[src/rtl/div_share_arb.sv]
// Round-robin sequencer sharing one iterative divider among NUM_REQ requesters.
// One operation in flight at a time; results are returned as a one-cycle one-hot response.
module div_share_arb #(
    parameter int unsigned WIDTH   = 16,
    parameter int unsigned NUM_REQ = 4,
    parameter int unsigned TIMEOUT = WIDTH + 8
) (
    input  logic                     clk,
    input  logic                     reset,
    input  logic [NUM_REQ-1:0]       req_valid_i,
    output logic [NUM_REQ-1:0]       req_ready_o,
    input  logic [NUM_REQ*WIDTH-1:0] req_x_i,
    input  logic [NUM_REQ*WIDTH-1:0] req_y_i,
    output logic [NUM_REQ-1:0]       rsp_valid_o,
    output logic [WIDTH-1:0]         rsp_q_o,
    output logic [WIDTH-1:0]         rsp_r_o,
    output logic                     rsp_dbz_o,
    output logic                     rsp_err_o,
    output logic                     div_start_o,
    output logic [WIDTH-1:0]         div_x_o,
    output logic [WIDTH-1:0]         div_y_o,
    input  logic                     div_busy_i,
    input  logic                     div_valid_i,
    input  logic                     div_dbz_i,
    input  logic [WIDTH-1:0]         div_q_i,
    input  logic [WIDTH-1:0]         div_r_i
);

    localparam int unsigned IdxW = (NUM_REQ > 1) ? $clog2(NUM_REQ) : 1;
    localparam int unsigned CntW = $clog2(TIMEOUT + 1);

    typedef enum logic [2:0] {
        StIdle,
        StIssue,
        StWait,
        StRun,
        StResp
    } state_e;

    state_e state_q, state_d;

    logic [IdxW-1:0]  rr_q, rr_d;
    logic [IdxW-1:0]  owner_q, owner_d;
    logic [WIDTH-1:0] x_q, x_d;
    logic [WIDTH-1:0] y_q, y_d;
    logic [WIDTH-1:0] q_q, q_d;
    logic [WIDTH-1:0] r_q, r_d;
    logic             dbz_q, dbz_d;
    logic             err_q, err_d;
    logic [CntW-1:0]  wd_q, wd_d;

    logic             grant_any;
    logic [IdxW-1:0]  grant_idx;
    int unsigned      search_idx;
    logic [WIDTH-1:0] sel_x, sel_y;

    // Busy is informational only; the FSM tracks the divider through start/valid.
    logic unused_busy;
    assign unused_busy = div_busy_i;

    // First requester above the last grant, wrapping, so nobody waits more than NUM_REQ-1 grants.
    always_comb begin
        grant_any  = 1'b0;
        grant_idx  = '0;
        search_idx = 0;
        for (int unsigned i = 1; i <= NUM_REQ; i++) begin
            search_idx = (32'(rr_q) + i) % NUM_REQ;
            if (!grant_any && req_valid_i[IdxW'(search_idx)]) begin
                grant_any = 1'b1;
                grant_idx = IdxW'(search_idx);
            end
        end
    end

    always_comb begin
        sel_x = '0;
        sel_y = '0;
        for (int unsigned k = 0; k < NUM_REQ; k++) begin
            if (grant_idx == IdxW'(k)) begin
                sel_x = req_x_i[k*WIDTH +: WIDTH];
                sel_y = req_y_i[k*WIDTH +: WIDTH];
            end
        end
    end

    always_comb begin
        state_d     = state_q;
        rr_d        = rr_q;
        owner_d     = owner_q;
        x_d         = x_q;
        y_d         = y_q;
        q_d         = q_q;
        r_d         = r_q;
        dbz_d       = dbz_q;
        err_d       = err_q;
        wd_d        = wd_q;
        div_start_o = 1'b0;

        unique case (state_q)
            StIdle: begin
                if (grant_any) begin
                    state_d = StIssue;
                    rr_d    = grant_idx;
                    owner_d = grant_idx;
                    x_d     = sel_x;
                    y_d     = sel_y;
                    q_d     = '0;
                    r_d     = '0;
                    dbz_d   = 1'b0;
                    err_d   = 1'b0;
                end
            end
            StIssue: begin
                div_start_o = 1'b1;
                state_d     = StWait;
            end
            StWait: begin
                // The divider's dbz flag is sticky, so it is only trusted right after start.
                if (div_dbz_i) begin
                    dbz_d   = 1'b1;
                    state_d = StResp;
                end else begin
                    wd_d    = '0;
                    state_d = StRun;
                end
            end
            StRun: begin
                if (div_valid_i) begin
                    q_d     = div_q_i;
                    r_d     = div_r_i;
                    state_d = StResp;
                end else if (wd_q == CntW'(TIMEOUT - 1)) begin
                    err_d   = 1'b1;
                    state_d = StResp;
                end else begin
                    wd_d = wd_q + CntW'(1);
                end
            end
            StResp: begin
                state_d = StIdle;
            end
            default: begin
                state_d = StIdle;
            end
        endcase
    end

    always_ff @(posedge clk) begin
        if (reset) begin
            state_q <= StIdle;
            rr_q    <= IdxW'(NUM_REQ - 1);
            owner_q <= '0;
            x_q     <= '0;
            y_q     <= '0;
            q_q     <= '0;
            r_q     <= '0;
            dbz_q   <= 1'b0;
            err_q   <= 1'b0;
            wd_q    <= '0;
        end else begin
            state_q <= state_d;
            rr_q    <= rr_d;
            owner_q <= owner_d;
            x_q     <= x_d;
            y_q     <= y_d;
            q_q     <= q_d;
            r_q     <= r_d;
            dbz_q   <= dbz_d;
            err_q   <= err_d;
            wd_q    <= wd_d;
        end
    end

    always_comb begin
        req_ready_o = '0;
        rsp_valid_o = '0;
        rsp_q_o     = '0;
        rsp_r_o     = '0;
        rsp_dbz_o   = 1'b0;
        rsp_err_o   = 1'b0;
        if (state_q == StIdle && grant_any && !reset) begin
            req_ready_o = NUM_REQ'(1) << grant_idx;
        end
        if (state_q == StResp) begin
            rsp_valid_o = NUM_REQ'(1) << owner_q;
            rsp_q_o     = q_q;
            rsp_r_o     = r_q;
            rsp_dbz_o   = dbz_q;
            rsp_err_o   = err_q;
        end
    end

    assign div_x_o = x_q;
    assign div_y_o = y_q;

endmodule

[config.mk]
export PLATFORM = sky130hd
export DESIGN_NAME = div_share_arb
export DESIGN_NICKNAME = d
export VERILOG_FILES = /design/src/rtl/div_share_arb.sv
export SDC_FILE = /design/constraint.sdc
export NUM_CORES = 1
export LEC_CHECK = 0
export ABC_AREA = 1
export CAP_MARGIN = 0
export CORE_MARGIN = 4
export CORE_UTILIZATION = 25
export DETAILED_ROUTE_END_ITERATION = 8
export GPL_TIMING_DRIVEN = 0
export HOLD_SLACK_MARGIN = 0.12
export PLACE_DENSITY = 0.59
export SLEW_MARGIN = 20
export SYNTH_ARGS = -nofsm -noshare
export SYNTH_HDL_FRONTEND = slang
export SYNTH_SLANG_ARGS = --single-unit
export TNS_END_PERCENT = 50
[constraint.sdc]
create_clock -name clk -period 4.9 [get_ports clk]
set_input_delay 0.735 -clock clk [delete_from_list [all_inputs] [get_ports clk]]
set_output_delay 0.735 -clock clk [all_outputs]
set_load 0.005 [all_outputs]
==> impl_metrics.tcl <==
set metrics [dict create \
    status "finished clean" \
    min-delay-start "div_y_o[12]" \
    grt.overflow.total 0 \
    clock.fmax_mhz 243.2 \
    finalHoldViolCount 0 \
    numPortBuffers 241 \
    clock_skew_ps 9.280 \
    drt_iter0_markers 241 \
    cts_buffer_depth 2 \
    max_stage_delay_ps 560 \
    cp_cell_sequence "clkdlybuf4s50_1 > inv_1 > nand2_1 > nand3_1 > nand2_1 > inv_1 > nand3_4 > nand2_1 > inv_1 > buf_2 > nand2_1 > nor3_1 > clkdlybuf4s50_1" \
    rsz0062_at_grt "false" \
    rr_startpoint "rr_q[0]" \
    cts_tree "built" \
    cp_max_fo 10 \
    ios 244 \
    min_period_ps 4112 \
    avgSynthCellArea_um2 6.168 \
    r2r_cells 14 \
    maxSlewViolCount 0 \
    synth_edf_count 0 \
    worstReg2RegEnd "div_x_o[2]" \
    synthArstFlopShare_pct 0 \
    clock_power_share_pct 13.9 \
    post_drt_wl_per_cell_um 14.82 \
    finalNetCount 1147 \
    fp.dieH_um 141.7 \
    place_area_um2 7166 \
    fin_cells 1208 \
    syn_nets 895 \
    final_common_cell "clkdlybuf4s50_1" \
    cellPowerDensity_nw_per_um2 622.7 \
    setup_viol 0 \
    clock_latency_ps 350 \
    p_sw_share_pct 49.80 \
    endpoint_kind "output pin" \
    ir_worst_vdd_mv 0.2722 \
    synth.ff_latch_count 78 \
    grtUsageTotal_pct 17.83 \
    design_area_um2 7451 \
    dieArea_um2 20090 \
    antenna_found_initial 1 \
    layout-drive-gt1-share_pct 7.128 \
    cp.arrival_ps 3380 \
    initial_core_util_pct 25.68 \
    fillers 1879 \
    worst_pin_slew_ps 602.4 \
    gp_congestion 0.7915 \
    synth.distinct_cells 30 \
    power_switching_mw 2.310 \
    postRouteWirelength_um 17900 \
    ys_warn_count 0 \
    path_common_cell "nand2_1" \
    crit_type "input port to output pin" \
    grt_pass1_vias 5246 \
    maxCapViolCount 0 \
    drtAntennaViolNets 0 \
    die_w_um 141.7 \
    crit_slowest_cell "clkdlybuf4s50_1" \
    cts.sinks 78 \
    cts_resized 0 \
    core-area_um2 17420 \
    start_kind "input port" \
    vias 5409 \
    post_cts_buffers 0 \
    finalCritPeriodShare_pct 83.91 \
    syn_area_um2 4472 \
    clk_pin_slew_worst_paths_ps 60 \
    whs_ps 466.2 \
    min_delay_path_depth 2 \
    p_leak_nw 2.973 \
    clockRootBuffer "clkbuf_16" \
    drtPass1Iterations 4 \
    cts_made_buffers 9 \
    power.internal_mw 2.329 \
    drc 0 \
    place_hpwl_um 14250 \
    hold_end "div_y_o[12]" \
    power_mw 4.639 \
    seq_power_share_pct 20.1 \
    via_per_inst 4.478 \
    setup_tns_ps 0 \
    grt_pass1_wl_um 28050 \
    multi_input_area_um2 2380 \
    area_growth_pct 66.62 \
    grt_max_degree 16 \
    yosysSeqAreaShare_pct 34.92 \
    comb_power_share_pct 66.0 \
    rows 48 \
    cts_hold_buf 0 \
    r2r_setup_slack_ps 2570 \
    cp.required_ps 4160 \
    final_cell_mix "clkdlybuf4s50_1, nand2_1, dfxtp_1, inv_1, o21ai_0" \
    cts_max_level 3 \
    synthesis.instances 725 \
    synth_flop_cell "dfxtp_1" \
    hold_class "flip-flop to flip-flop" \
    dpl.cell_count 1191 \
    max_slew_margin_pct 59.84 \
    seq_area_um2 1562 \
]
## critical path, delay by kind of cell
kind,cells,cell delay (ps)
buf+inv,6,1790
simple gates,7,860
## metal layers
metal	GRT usage (%)	part of all wire, %
met1	22.22	43
met5	0	0
met2	29.23	48
met4	6.818	2.7
met3	4.988	7.1
## registers in the layout, indices dropped and copies added, names as in the netlist
signal / flops
div_y_o: 16
state_q: 3
wd_q: 5
rr_q: 2
owner_q: 2
q_q: 16
r_q: 16
div_x_o: 16
dbz_q: 1
err_q: 1
## kinds of logic (layout without fill, tap and decap cells)
| kind of cell | count (synthesis) | in the layout | share of synthesized area, % |
|---|---|---|---|
| buf+inv | 126 | 383 | 11.86 |
| xor+xnor | 1 | 1 | 0.1959 |
| simple gates | 377 | 377 | 36.23 |
| fa+ha+maj | 1 | 1 | 0.2798 |
| flops | 78 | 78 | 34.92 |
| other cells | 0 | 1 | 0 |
| compound gates | 142 | 142 | 16.51 |
## worst max path at each step
| stage | start | endpoint | slack (ps) | cells after the start |
|---|---|---|---|---|
| global route | req_valid_i[1] | req_ready_o[1] | 610 | 13 |
| global placement | req_valid_i[0] | req_ready_o[1] | 730 | 13 |
| CTS | req_valid_i[1] | req_ready_o[1] | 740 | 13 |
| detailed placement | req_valid_i[0] | req_ready_o[1] | 750 | 13 |
| finish | req_valid_i[1] | req_ready_o[1] | 790 | 13 |
| floorplan | req_valid_i[2] | req_ready_o[1] | 2260 | 11 |
## metrics by stage
| step | setup WS, ps | utilization, % |
|---|---|---|
| 2_1_floorplan | 2263 | - |
| 3_3_place_gp | 727.9 | 41.14 |
| 3_5_place_dp | 750.7 | 41.14 |
| 4_1_cts | 742.1 | 42.77 |
| 5_1_grt | 610.9 | 42.78 |
| 6_report | 788.2 | 42.78 |
## power groups by stage
| stage | logic (mW) | registers, mW | clock network, mW |
|---|---|---|---|
| after floorplan | 2.03 | 0.932 | 0 |
| after global placement | 3.11 | 0.937 | 0 |
| after detailed placement | 3.11 | 0.940 | 0 |
| after CTS | 3.12 | 0.930 | 0.668 |
| after global routing | 3.50 | 0.953 | 0.700 |
| final | 3.06 | 0.930 | 0.647 |
## synth_stat cells (2+ instances only)
| master | number | area share, % |
|---|---|---|
| nand2_1 | 228 | 19 |
| nand2_4 | 3 | 0.76 |
| o21ai_1 | 9 | 1.0 |
| nand4_1 | 2 | 0.28 |
| inv_2 | 6 | 0.50 |
| o211ai_1 | 3 | 0.50 |
| nor2_2 | 12 | 1.7 |
| a211oi_1 | 2 | 0.34 |
| buf_2 | 11 | 1.2 |
| a21oi_1 | 58 | 6.5 |
| nand3_1 | 45 | 5.0 |
| buf_4 | 3 | 0.50 |
| clkbuf_1 | 24 | 2.0 |
| dfxtp_1 | 78 | 35 |
| buf_6 | 4 | 1.0 |
| nor3_1 | 12 | 1.3 |
| o21ai_0 | 68 | 7.6 |
| nor2_1 | 61 | 5.1 |
| inv_1 | 77 | 6.5 |
| nor2_4 | 2 | 0.50 |
| nand2_2 | 8 | 1.1 |
## layout make-up
type / count / area share (%)
Clock buffer: 9 / 3.023
Inverter: 84 / 4.265
Timing Repair Buffer: 241 / 32.38
Buffer: 42 / 2.855
Clock inverter: 7 / 0.7725
Tap cell: 225 / 3.778
Sequential cell: 78 / 20.96
Antenna cell: 1 / 0.03359
Multi-Input combinational cell: 521 / 31.94
(Power assumes the default switching activity.)
